## src/rtl/gci_irq_cfg_pkg.sv

```systemverilog
// Shared types and constants for the GCI IRQ control-table configuration sequencer.
package gci_irq_cfg_pkg;

  localparam int IRQ_ENTRY_N = 32;
  localparam int IRQ_ENTRY_W = 5;
  localparam int IRQ_INFO_W  = 4;
  localparam int IRQ_FIFO_W  = IRQ_ENTRY_W + IRQ_INFO_W;

  typedef enum logic [1:0] {
    SEQ_IDLE   = 2'd0,
    SEQ_SINGLE = 2'd1,
    SEQ_BULK   = 2'd2
  } seq_state_e;

  typedef struct packed {
    logic       mask;
    logic       valid;
    logic [1:0] mode;
  } irq_info_t;

endpackage

```

## src/rtl/gci_irq_cfg_fifo.sv

```systemverilog
// Synchronous FIFO buffering single-entry writes ({entry, info}); head is read combinationally.
module gci_irq_cfg_fifo
  import gci_irq_cfg_pkg::*;
#(
  parameter int P_WIDTH   = IRQ_FIFO_W,
  parameter int P_DEPTH   = 4,
  parameter int P_DEPTH_N = 2
) (
  input  logic               clk_i,
  input  logic               reset_i,
  input  logic               push_i,
  input  logic [P_WIDTH-1:0] pushData_i,
  input  logic               pop_i,
  output logic [P_WIDTH-1:0] popData_o,
  output logic               full_o,
  output logic               empty_o,
  output logic [P_DEPTH_N:0] count_o
);

  localparam logic [P_DEPTH_N:0]   FULL_CNT = P_DEPTH[P_DEPTH_N:0];
  localparam logic [P_DEPTH_N:0]   CNT_ONE  = 1;
  localparam logic [P_DEPTH_N-1:0] PTR_ONE  = 1;

  logic [P_WIDTH-1:0]   mem_q [P_DEPTH];
  logic [P_DEPTH_N-1:0] wrPtr_q, rdPtr_q;
  logic [P_DEPTH_N:0]   count_q;
  logic                 doPush, doPop;

  assign full_o    = (count_q == FULL_CNT);
  assign empty_o   = (count_q == '0);
  assign count_o   = count_q;
  assign popData_o = mem_q[rdPtr_q];
  assign doPush    = push_i && !full_o;
  assign doPop     = pop_i && !empty_o;

  always_ff @(posedge clk_i) begin
    if (reset_i) begin
      wrPtr_q <= '0;
      rdPtr_q <= '0;
      count_q <= '0;
    end else begin
      if (doPush) wrPtr_q <= wrPtr_q + PTR_ONE;
      if (doPop)  rdPtr_q <= rdPtr_q + PTR_ONE;
      case ({doPush, doPop})
        2'b10:   count_q <= count_q + CNT_ONE;
        2'b01:   count_q <= count_q - CNT_ONE;
        default: count_q <= count_q;
      endcase
    end
  end

  always_ff @(posedge clk_i) begin
    if (doPush) mem_q[wrPtr_q] <= pushData_i;
  end

endmodule

```

## src/rtl/gci_irq_cfg_seq.sv

```systemverilog
// GCI IRQ control-table configuration sequencer: serialises FIFO'd single writes and bulk range writes.
// Optional shadow read-back table enabled by defining GCI_IRQ_CFG_SHADOW_EN.
module gci_irq_cfg_seq
  import gci_irq_cfg_pkg::*;
#(
  parameter int P_FIFO_DEPTH   = 4,
  parameter int P_FIFO_DEPTH_N = 2
) (
  input  logic       iCLOCK,
  input  logic       iRESET_SYNC,
  input  logic       iWR_REQ,
  input  logic [4:0] iWR_ENTRY,
  input  logic       iWR_MASK,
  input  logic       iWR_VALID,
  input  logic [1:0] iWR_MODE,
  output logic       oWR_FULL,
  input  logic       iBULK_REQ,
  input  logic [4:0] iBULK_START,
  input  logic [4:0] iBULK_END,
  input  logic       iBULK_MASK,
  input  logic       iBULK_VALID,
  input  logic [1:0] iBULK_MODE,
  output logic       oBULK_BUSY,
  output logic       oBULK_DONE,
  input  logic       iHOLD,
  output logic       oIRQ_CTRL_REQ,
  output logic [4:0] oIRQ_CTRL_ENTRY,
  output logic       oIRQ_CTRL_INFO_MASK,
  output logic       oIRQ_CTRL_INFO_VALID,
  output logic [1:0] oIRQ_CTRL_INFO_MODE,
  input  logic [4:0] iRD_ENTRY,
  output logic       oRD_MASK,
  output logic       oRD_VALID,
  output logic [1:0] oRD_MODE
);

  seq_state_e             state_q, state_d;
  logic [IRQ_ENTRY_W-1:0] cnt_q, cnt_d;
  logic                   busy_q, busy_d;
  logic                   done_q, done_d;
  logic                   req_q, req_d;
  logic [IRQ_ENTRY_W-1:0] entry_q, entry_d;
  irq_info_t              info_q, info_d;

  logic [IRQ_ENTRY_W-1:0] bulkStart_q, bulkEnd_q;
  irq_info_t              bulkInfo_q;
  logic                   bulkAccept;

  logic                    fifoPush, fifoPop, fifoFull, fifoEmpty;
  logic [IRQ_FIFO_W-1:0]   fifoHead;
  logic [P_FIFO_DEPTH_N:0] fifoCount;
  logic                    unusedSink;

  assign fifoPush   = iWR_REQ && !fifoFull;
  assign oWR_FULL   = fifoFull;
  assign bulkAccept = iBULK_REQ && !busy_q;

  gci_irq_cfg_fifo #(
    .P_WIDTH  (IRQ_FIFO_W),
    .P_DEPTH  (P_FIFO_DEPTH),
    .P_DEPTH_N(P_FIFO_DEPTH_N)
  ) uFifo (
    .clk_i     (iCLOCK),
    .reset_i   (iRESET_SYNC),
    .push_i    (fifoPush),
    .pushData_i({iWR_ENTRY, iWR_MASK, iWR_VALID, iWR_MODE}),
    .pop_i     (fifoPop),
    .popData_o (fifoHead),
    .full_o    (fifoFull),
    .empty_o   (fifoEmpty),
    .count_o   (fifoCount)
  );

  // Output registers carry the write being issued this cycle; SINGLE means a popped write is on the port.
  always_comb begin
    state_d = state_q;
    cnt_d   = cnt_q;
    busy_d  = busy_q;
    done_d  = 1'b0;
    req_d   = 1'b0;
    entry_d = '0;
    info_d  = '0;
    fifoPop = 1'b0;
    case (state_q)
      SEQ_IDLE, SEQ_SINGLE: begin
        if (!iHOLD) begin
          if (!fifoEmpty) begin
            fifoPop = 1'b1;
            req_d   = 1'b1;
            entry_d = fifoHead[IRQ_FIFO_W-1:IRQ_INFO_W];
            info_d  = irq_info_t'(fifoHead[IRQ_INFO_W-1:0]);
            state_d = SEQ_SINGLE;
          end else if (state_q == SEQ_IDLE && busy_q) begin
            if (bulkStart_q > bulkEnd_q) begin
              done_d = 1'b1;
              busy_d = 1'b0;
            end else begin
              cnt_d   = bulkStart_q;
              state_d = SEQ_BULK;
            end
          end else begin
            state_d = SEQ_IDLE;
          end
        end
      end
      SEQ_BULK: begin
        if (!iHOLD) begin
          req_d   = 1'b1;
          entry_d = cnt_q;
          info_d  = bulkInfo_q;
          if (cnt_q == bulkEnd_q) begin
            state_d = SEQ_IDLE;
            done_d  = 1'b1;
            busy_d  = 1'b0;
          end else begin
            cnt_d = cnt_q + 5'd1;
          end
        end
      end
      default: state_d = SEQ_IDLE;
    endcase
    if (bulkAccept) busy_d = 1'b1;
  end

  always_ff @(posedge iCLOCK) begin
    if (iRESET_SYNC) begin
      state_q <= SEQ_IDLE;
      cnt_q   <= '0;
      busy_q  <= 1'b0;
      done_q  <= 1'b0;
      req_q   <= 1'b0;
      entry_q <= '0;
      info_q  <= '0;
    end else begin
      state_q <= state_d;
      cnt_q   <= cnt_d;
      busy_q  <= busy_d;
      done_q  <= done_d;
      req_q   <= req_d;
      entry_q <= entry_d;
      info_q  <= info_d;
    end
  end

  always_ff @(posedge iCLOCK) begin
    if (iRESET_SYNC) begin
      bulkStart_q <= '0;
      bulkEnd_q   <= '0;
      bulkInfo_q  <= '0;
    end else if (bulkAccept) begin
      bulkStart_q <= iBULK_START;
      bulkEnd_q   <= iBULK_END;
      bulkInfo_q  <= '{mask: iBULK_MASK, valid: iBULK_VALID, mode: iBULK_MODE};
    end
  end

  assign oBULK_BUSY           = busy_q;
  assign oBULK_DONE           = done_q;
  assign oIRQ_CTRL_REQ        = req_q;
  assign oIRQ_CTRL_ENTRY      = entry_q;
  assign oIRQ_CTRL_INFO_MASK  = info_q.mask;
  assign oIRQ_CTRL_INFO_VALID = info_q.valid;
  assign oIRQ_CTRL_INFO_MODE  = info_q.mode;

`ifdef GCI_IRQ_CFG_SHADOW_EN
  irq_info_t shadow_q [IRQ_ENTRY_N];

  always_ff @(posedge iCLOCK) begin
    if (iRESET_SYNC) begin
      for (int i = 0; i < IRQ_ENTRY_N; i++) shadow_q[i] <= '0;
    end else if (req_q) begin
      shadow_q[entry_q] <= info_q;
    end
  end

  assign oRD_MASK   = shadow_q[iRD_ENTRY].mask;
  assign oRD_VALID  = shadow_q[iRD_ENTRY].valid;
  assign oRD_MODE   = shadow_q[iRD_ENTRY].mode;
  assign unusedSink = ^fifoCount;
`else
  assign oRD_MASK   = 1'b0;
  assign oRD_VALID  = 1'b0;
  assign oRD_MODE   = 2'b00;
  assign unusedSink = ^{fifoCount, iRD_ENTRY};
`endif

endmodule

```

## config.mk

```make
export PLATFORM = sky130hd
export DESIGN_NAME = gci_irq_cfg_seq
export DESIGN_NICKNAME = d
export VERILOG_FILES = /design/src/rtl/gci_irq_cfg_pkg.sv /design/src/rtl/gci_irq_cfg_fifo.sv /design/src/rtl/gci_irq_cfg_seq.sv
export SDC_FILE = /design/constraint.sdc
export NUM_CORES = 1
export LEC_CHECK = 0
export CORE_MARGIN = 2
export CORE_UTILIZATION = 48
export DETAILED_ROUTE_END_ITERATION = 12
export GPL_TIMING_DRIVEN = 0
export PLACE_DENSITY = 0.85
export SYNTH_ARGS = -nofsm -noshare
export SYNTH_HDL_FRONTEND = slang
export SYNTH_SLANG_ARGS = --single-unit
```

## constraint.sdc

```tcl
create_clock -name iCLOCK -period 2.55 [get_ports iCLOCK]
set_input_delay 0.255 -clock iCLOCK [delete_from_list [all_inputs] [get_ports iCLOCK]]
set_output_delay 0.255 -clock iCLOCK [all_outputs]
set_load 0.03 [all_outputs]
```

== Yosys cells after proc, flatten, opt, wreduce, memory -nomap -nowiden ==
Memory sizes are Yosys's and may differ from the RTL's. A register that Yosys moved wholly into a read port is not among the register bits.
Index checks and enable logic that the tools add are counted.
Word-level totals
  register bits: 40
  bits in writable memories: 36
  input port bits: 33
  memories kept: 1
Memory list
  uFifo.mem_q: words 4, width 9, rd ports 1, clocked after Yosys merged registers in 1, write ports 1, RTL line gci_irq_cfg_fifo.sv:24  | logic [P_WIDTH-1:0] mem_q [P_DEPTH];
Operators by class
  add/subtract/negate cells: 5
  $lt $le $gt $ge: 1
  eq/ne operators: 20
  muxes and demuxes: 47
  reduce and logical (&&, ||, !) cells: 17
Operator list (number)
  two-way mux 5 bit: 9
  one-hot mux 5 bit (2 select lines): 2
  two-way mux 1 bit: 19
  != test 3 bit, second input constant: 6
  two-way mux 2 bit: 8
  != test 2 bit, second input constant: 7
  AND reduction 7 bit: 2
  two-way mux 4 bit: 3
  one-hot mux 4 bit (2 select lines): 1
  one-hot mux 1 bit (2 select lines): 3
  one-hot mux 3 bit (2 select lines): 1
  adder 5 x 1 -> 5 bit, second input constant: 1
  equality test 5 bit: 1
  greater-than comparator 5 bit: 1
  logical AND 1 bit: 5
  adder 2 x 1 -> 2 bit, second input constant: 2
  equality test 2 x 1 -> 1 bit, second input constant: 2
  equality test 2 bit, second input constant: 2
  != test 4 bit, second input constant: 1
  one-hot mux 2 bit (2 select lines): 1
  AND reduction 4 bit: 1
  nonzero test 2 bit: 2
  adder 3 x 1 -> 3 bit, second input constant: 1
  equality test 3 bit, second input constant: 1
  6 further kinds: 8

== Depth between registers and ports, before layout ==
  word-level depth: 7
  depth in mapped cells: 11

== Hierarchy ==
Synthesis repeated with hierarchy kept, for this count alone.
Unflattened totals
  cells, all modules: 305
  area, all modules: 3472.1 um2
Modules (own cells, without submodules)
  gci_irq_cfg_fifo: times used 1, cells an instance 101, area each 1778.0 um2, seq. area each 1261.2 um2
  gci_irq_cfg_seq: times used 1, cells an instance 204, area each 1694.1 um2, seq. area each 660.6 um2

== Least setup slack after synthesis ==
Ideal clock, no wire load.
  path type: input port to flip-flop
  start point: input port iHOLD
  end point: register uFifo.count_q[2], in the netlist uFifo.count_o[2]
  data arrival time: 2.294 ns
  required time: 2.479 ns
  path slack: 0.186 ns
  cell stages on the path: 9
  path buffers: 2
  path through: clkbuf_1 nor3_1 clkbuf_1 ha_1 inv_1 fa_1 xor2_1 or3_1 a21oi_1
On the way
  longest elaborated chain between the ends: 5
Ends and longest elaborated chain
  from (decl): RTL line gci_irq_cfg_seq.sv:25  | input logic iHOLD,
  two-way mux 1 bit (*): RTL line gci_irq_cfg_seq.sv:86  | if (!iHOLD) begin
  two-way mux 1 bit (*): RTL line gci_irq_cfg_seq.sv:84  | case (state_q)
  logical AND 1 bit (*): RTL line gci_irq_cfg_fifo.sv:34  | assign doPop = pop_i && !empty_o;
  via uFifo.doPop: RTL line gci_irq_cfg_fifo.sv:27  | logic doPush, doPop;
  equality test 2 x 1 -> 1 bit / equality test 2 bit (equally long branches): RTL line gci_irq_cfg_fifo.sv:44  | case ({doPush, doPop})
  one-hot mux 3 bit (2 select lines) / nonzero test 2 bit (equally long branches)
  to (signal assigned): RTL line gci_irq_cfg_fifo.sv:45  | 2'b10: count_q <= count_q + CNT_ONE;
  to (signal assigned): RTL line gci_irq_cfg_fifo.sv:46  | 2'b01: count_q <= count_q - CNT_ONE;
  to (signal assigned): RTL line gci_irq_cfg_fifo.sv:47  | default: count_q <= count_q;
  to (decl): RTL line gci_irq_cfg_fifo.sv:26  | logic [P_DEPTH_N:0] count_q;
Mark *: on every way through the listed nets, which the timed path passes. The rest lies on a longest branch.
A chain may end at the register's enable or synchronous reset.

== Final worst setup path ==
  start point: register uFifo.count_q[0], in the netlist uFifo.count_o[0]
  end point: register uFifo.count_q[2], in the netlist uFifo.count_o[2]
On the way
  longest elaborated chain between the ends: 7
Ends and longest elaborated chain
  zero test 3 bit (*): RTL line gci_irq_cfg_fifo.sv:30  | assign empty_o = (count_q == '0);
  two-way mux 1 bit: RTL line gci_irq_cfg_seq.sv:87  | if (!fifoEmpty) begin
  two-way mux 1 bit: RTL line gci_irq_cfg_seq.sv:86
  two-way mux 1 bit: RTL line gci_irq_cfg_seq.sv:84
  logical AND 1 bit (*): RTL line gci_irq_cfg_fifo.sv:34
  via uFifo.doPop: RTL line gci_irq_cfg_fifo.sv:27
  equality test 2 x 1 -> 1 bit / equality test 2 bit (equally long branches): RTL line gci_irq_cfg_fifo.sv:44
  one-hot mux 3 bit (2 select lines) / nonzero test 2 bit (equally long branches)
Marks and branches as above.

==> flow_summary.yaml <==
setup_path:
  r2r_slack_ns: 0.16
  end_kind: "register"
  ff2ff_path_depth: 9
  crit_end: "uFifo.count_o[2]"
  cp_max_fo: 10
  rr_endpoint: "uFifo.count_o[2]"
  critPathKind: "register to register"
  arrival_ns: 2.67
  crit-reg2reg-launch: "uFifo.count_o[0]"
  crit_start: "uFifo.count_o[0]"
  cp.required_ns: 2.84
  critPathLaunchType: "register"
synth:
  async_reset_ff_share_pct: 0
  avgSynthCellArea_um2: 11.5
  synthFlopType: "dfxtp_1"
  synth_xor_area_share_pct: 2.89
  yosysSeqAreaShare_pct: 57.7
  yosysWarningCount: 0
  synth_edf_count: 36
  synthAdderAreaFrac_pct: 4.73
  ys_ff_latch: 78
  yosys.area_share.simple_pct: 13.9
  postSynthCellCount: 291
  synth_area_um2: 3330
  synth.distinct_cells: 46
  synth_top_family_by_area: "simple AND/OR/NAND/NOR gates"
  synth_compound_area_share_pct: 10.1
  muxShareOfSynthArea_pct: 6.68
sta:
  slew_headroom_pct: 64.6
  fin_crit_sh_pct: 93.6
  period_needed_ns: 2.39
  hold_viol: 0
  clock_skew_ns: 0.00933
  rsz0062_at_grt: "false"
  fmax_mhz: 419
  tightest_slew_ns: 0.530
  fin_hold_ws_ns: 0.441
  drv_slew: 0
  setup_violations: 0
clock_tree:
  cts_tree: "yes"
  root_buffer: "clkbuf_8"
  cts_setup_buffers: 0
  cts.sinks: 78
  hold_buffers: 0
  cts_made_buffers: 9
  clk_latency_ns: 0.35
  clk_pin_slew_ns: 0.09
  htree_levels: 3
  cts_buffer_depth: 2
floorplan:
  ios: 50
  die_w_um: 87.3
  start_util_pct: 49.3
  die_height_um: 87.3
  num_rows: 30
  core_um2: 6760
  die-area_um2: 7630
layout:
  final_cell_mix: "44 x nand2_1, 42 x dfxtp_1, 39 x clkdlybuf4s50_1"
  layout_commonest_cell: "nand2_1"
  layout.nets: 389
  area_delta_synth_final_pct: 22.2
  drive_gt1_share_pct: 11.7
  utilization_pct: 60.3
  antenna_cells: 0
  fill_cells: 550
grt:
  grt_max_degree: 16
  grt_pass1_wl_um: 11100
  grt_pass1_vias: 2384
  grt_overflow_total: 0
  track_usage_pct: 19.3
  antenna_found_initial: 0
hold_path:
  hold_path_class: "primary input to register"
detailed_routing:
  vias_per_cell: 5.43
  vias: 2329
  antenna_left: 0
  dr.pass1.iters: 5
  drc: 0
  drt_wl_total_um: 6820
  drt_iter0_markers: 152
  wl_per_cell_um: 15.9
power_and_ir_drop:
  peakVddDrop_uv: 500
  power.leakage_nw: 1.47
  p_per_area_nw_per_um2: 899
flow_run:
  drv_cap: 0
placed_design:
  portBuffers: 39
  place_congestion: 0.920
  place.detailed.hpwl_um: 4850
run_status:
  status: "completed"
registers in the layout (all words and copies together), names as in the netlist, named ones only:
name                  cells
oIRQ_CTRL_INFO_MASK       1
uFifo.count_o             3
uFifo.rdPtr_q             2
oIRQ_CTRL_REQ             1
oBULK_DONE                1
oIRQ_CTRL_INFO_VALID      1
state_q                   2
oIRQ_CTRL_ENTRY           5
bulkEnd_q                 5
cnt_q                     5
bulkStart_q               5
bulkInfo_q                4
uFifo.wrPtr_q             2
oIRQ_CTRL_INFO_MODE       2
uFifo.mem_q              36
oBULK_BUSY                1
through the flow:
step	cell area (µm²)	setup slack [ns]	total power, mW	TNS, ns	instances
detailed placement	3830	-0.196	2.61	-0.196	413
floorplan	3340	0.186	2.32	0	294
CTS	4070	0.122	3.67	0	429
global route	4070	0.0221	3.84	0	429
finish	4070	0.164	3.66	0	429
global placement	3830	-0.0938	2.57	-0.0938	413
kinds of logic after synthesis:
| logic type | count (synthesis) |
|---|---|
| AO/OA/AOI/OAI | 51 |
| XOR/XNOR | 11 |
| buffers and inverters | 30 |
| adder cells (fa/ha/maj) | 12 |
| AND/OR/NAND/NOR | 97 |
| multiplexers | 11 |
| other | 1 |
| flip-flops | 78 |
synth_stat cells (5+ instances only):
cell type  number  share of area (%)
nand2_1        44                5.0
dfxtp_1        42                 25
edfxtp_1       36                 32
a21oi_1        22                3.3
nor2_1         22                2.5
inv_1          13                1.5
ha_1           11                4.1
a22oi_1         9                2.0
clkbuf_1        9                1.0
mux4_2          9                6.1
xor2_1          8                2.1
nor3_1          5               0.75
o21ai_0         5               0.75
per-layer routing:
metal  track usage [%]  wire (µm)  vias to the layer above
met1              22.1       2730                     1111
met5                 0          0                        -
met4              8.11        133                        0
li1                  -          -                     1129
met2              34.2       3650                       73
met3              4.83        309                       16
timing repair:
item,in CTS,in global routing
endpoints found under the setup margin,1,1
endpoints found under the hold margin,0,0
gates resized for setup,2,2
worst min-delay path by stage:
stage                                    to           start  cells past startpoint
after floorplan           uFifo.mem_q[0][0]     iWR_MODE[0]                      0
after global placement        bulkInfo_q[3]   bulkInfo_q[3]                      2
after detailed placement      bulkInfo_q[1]   bulkInfo_q[1]                      2
after CTS                        state_q[0]           iHOLD                      3
after global routing         bulkStart_q[2]  iBULK_START[2]                      3
final                            state_q[0]           iHOLD                      3
power breakdown:
part | internal, mW | switching (mW)
registers | 1.47 | 0.105
logic | 0.456 | 0.567
clock network | 0.566 | 0.491
total | 2.50 | 1.16
critical path, cell delays in order, from the launching register on:
cell and delay [ns]:
dfxtp_1 0.44, nor3_1 0.12, nor3_2 0.24, clkbuf_4 0.28
ha_1 0.21, inv_1 0.06, fa_1 0.37, xor2_1 0.16
or3_1 0.31, a21oi_1 0.14
layout make-up:
class	instances	area [µm²]	area share, %
plain buffers	17	85.1	2.09
inverters	13	48.8	1.20
multi-input cells	186	1300	31.9
repair buffers	39	390	9.59
well taps	80	100	2.46
clock inverters	7	105	2.58
flip-flops and latches	78	1920	47.2
clock buffers	9	124	3.04
(Power assumes the default switching activity.)
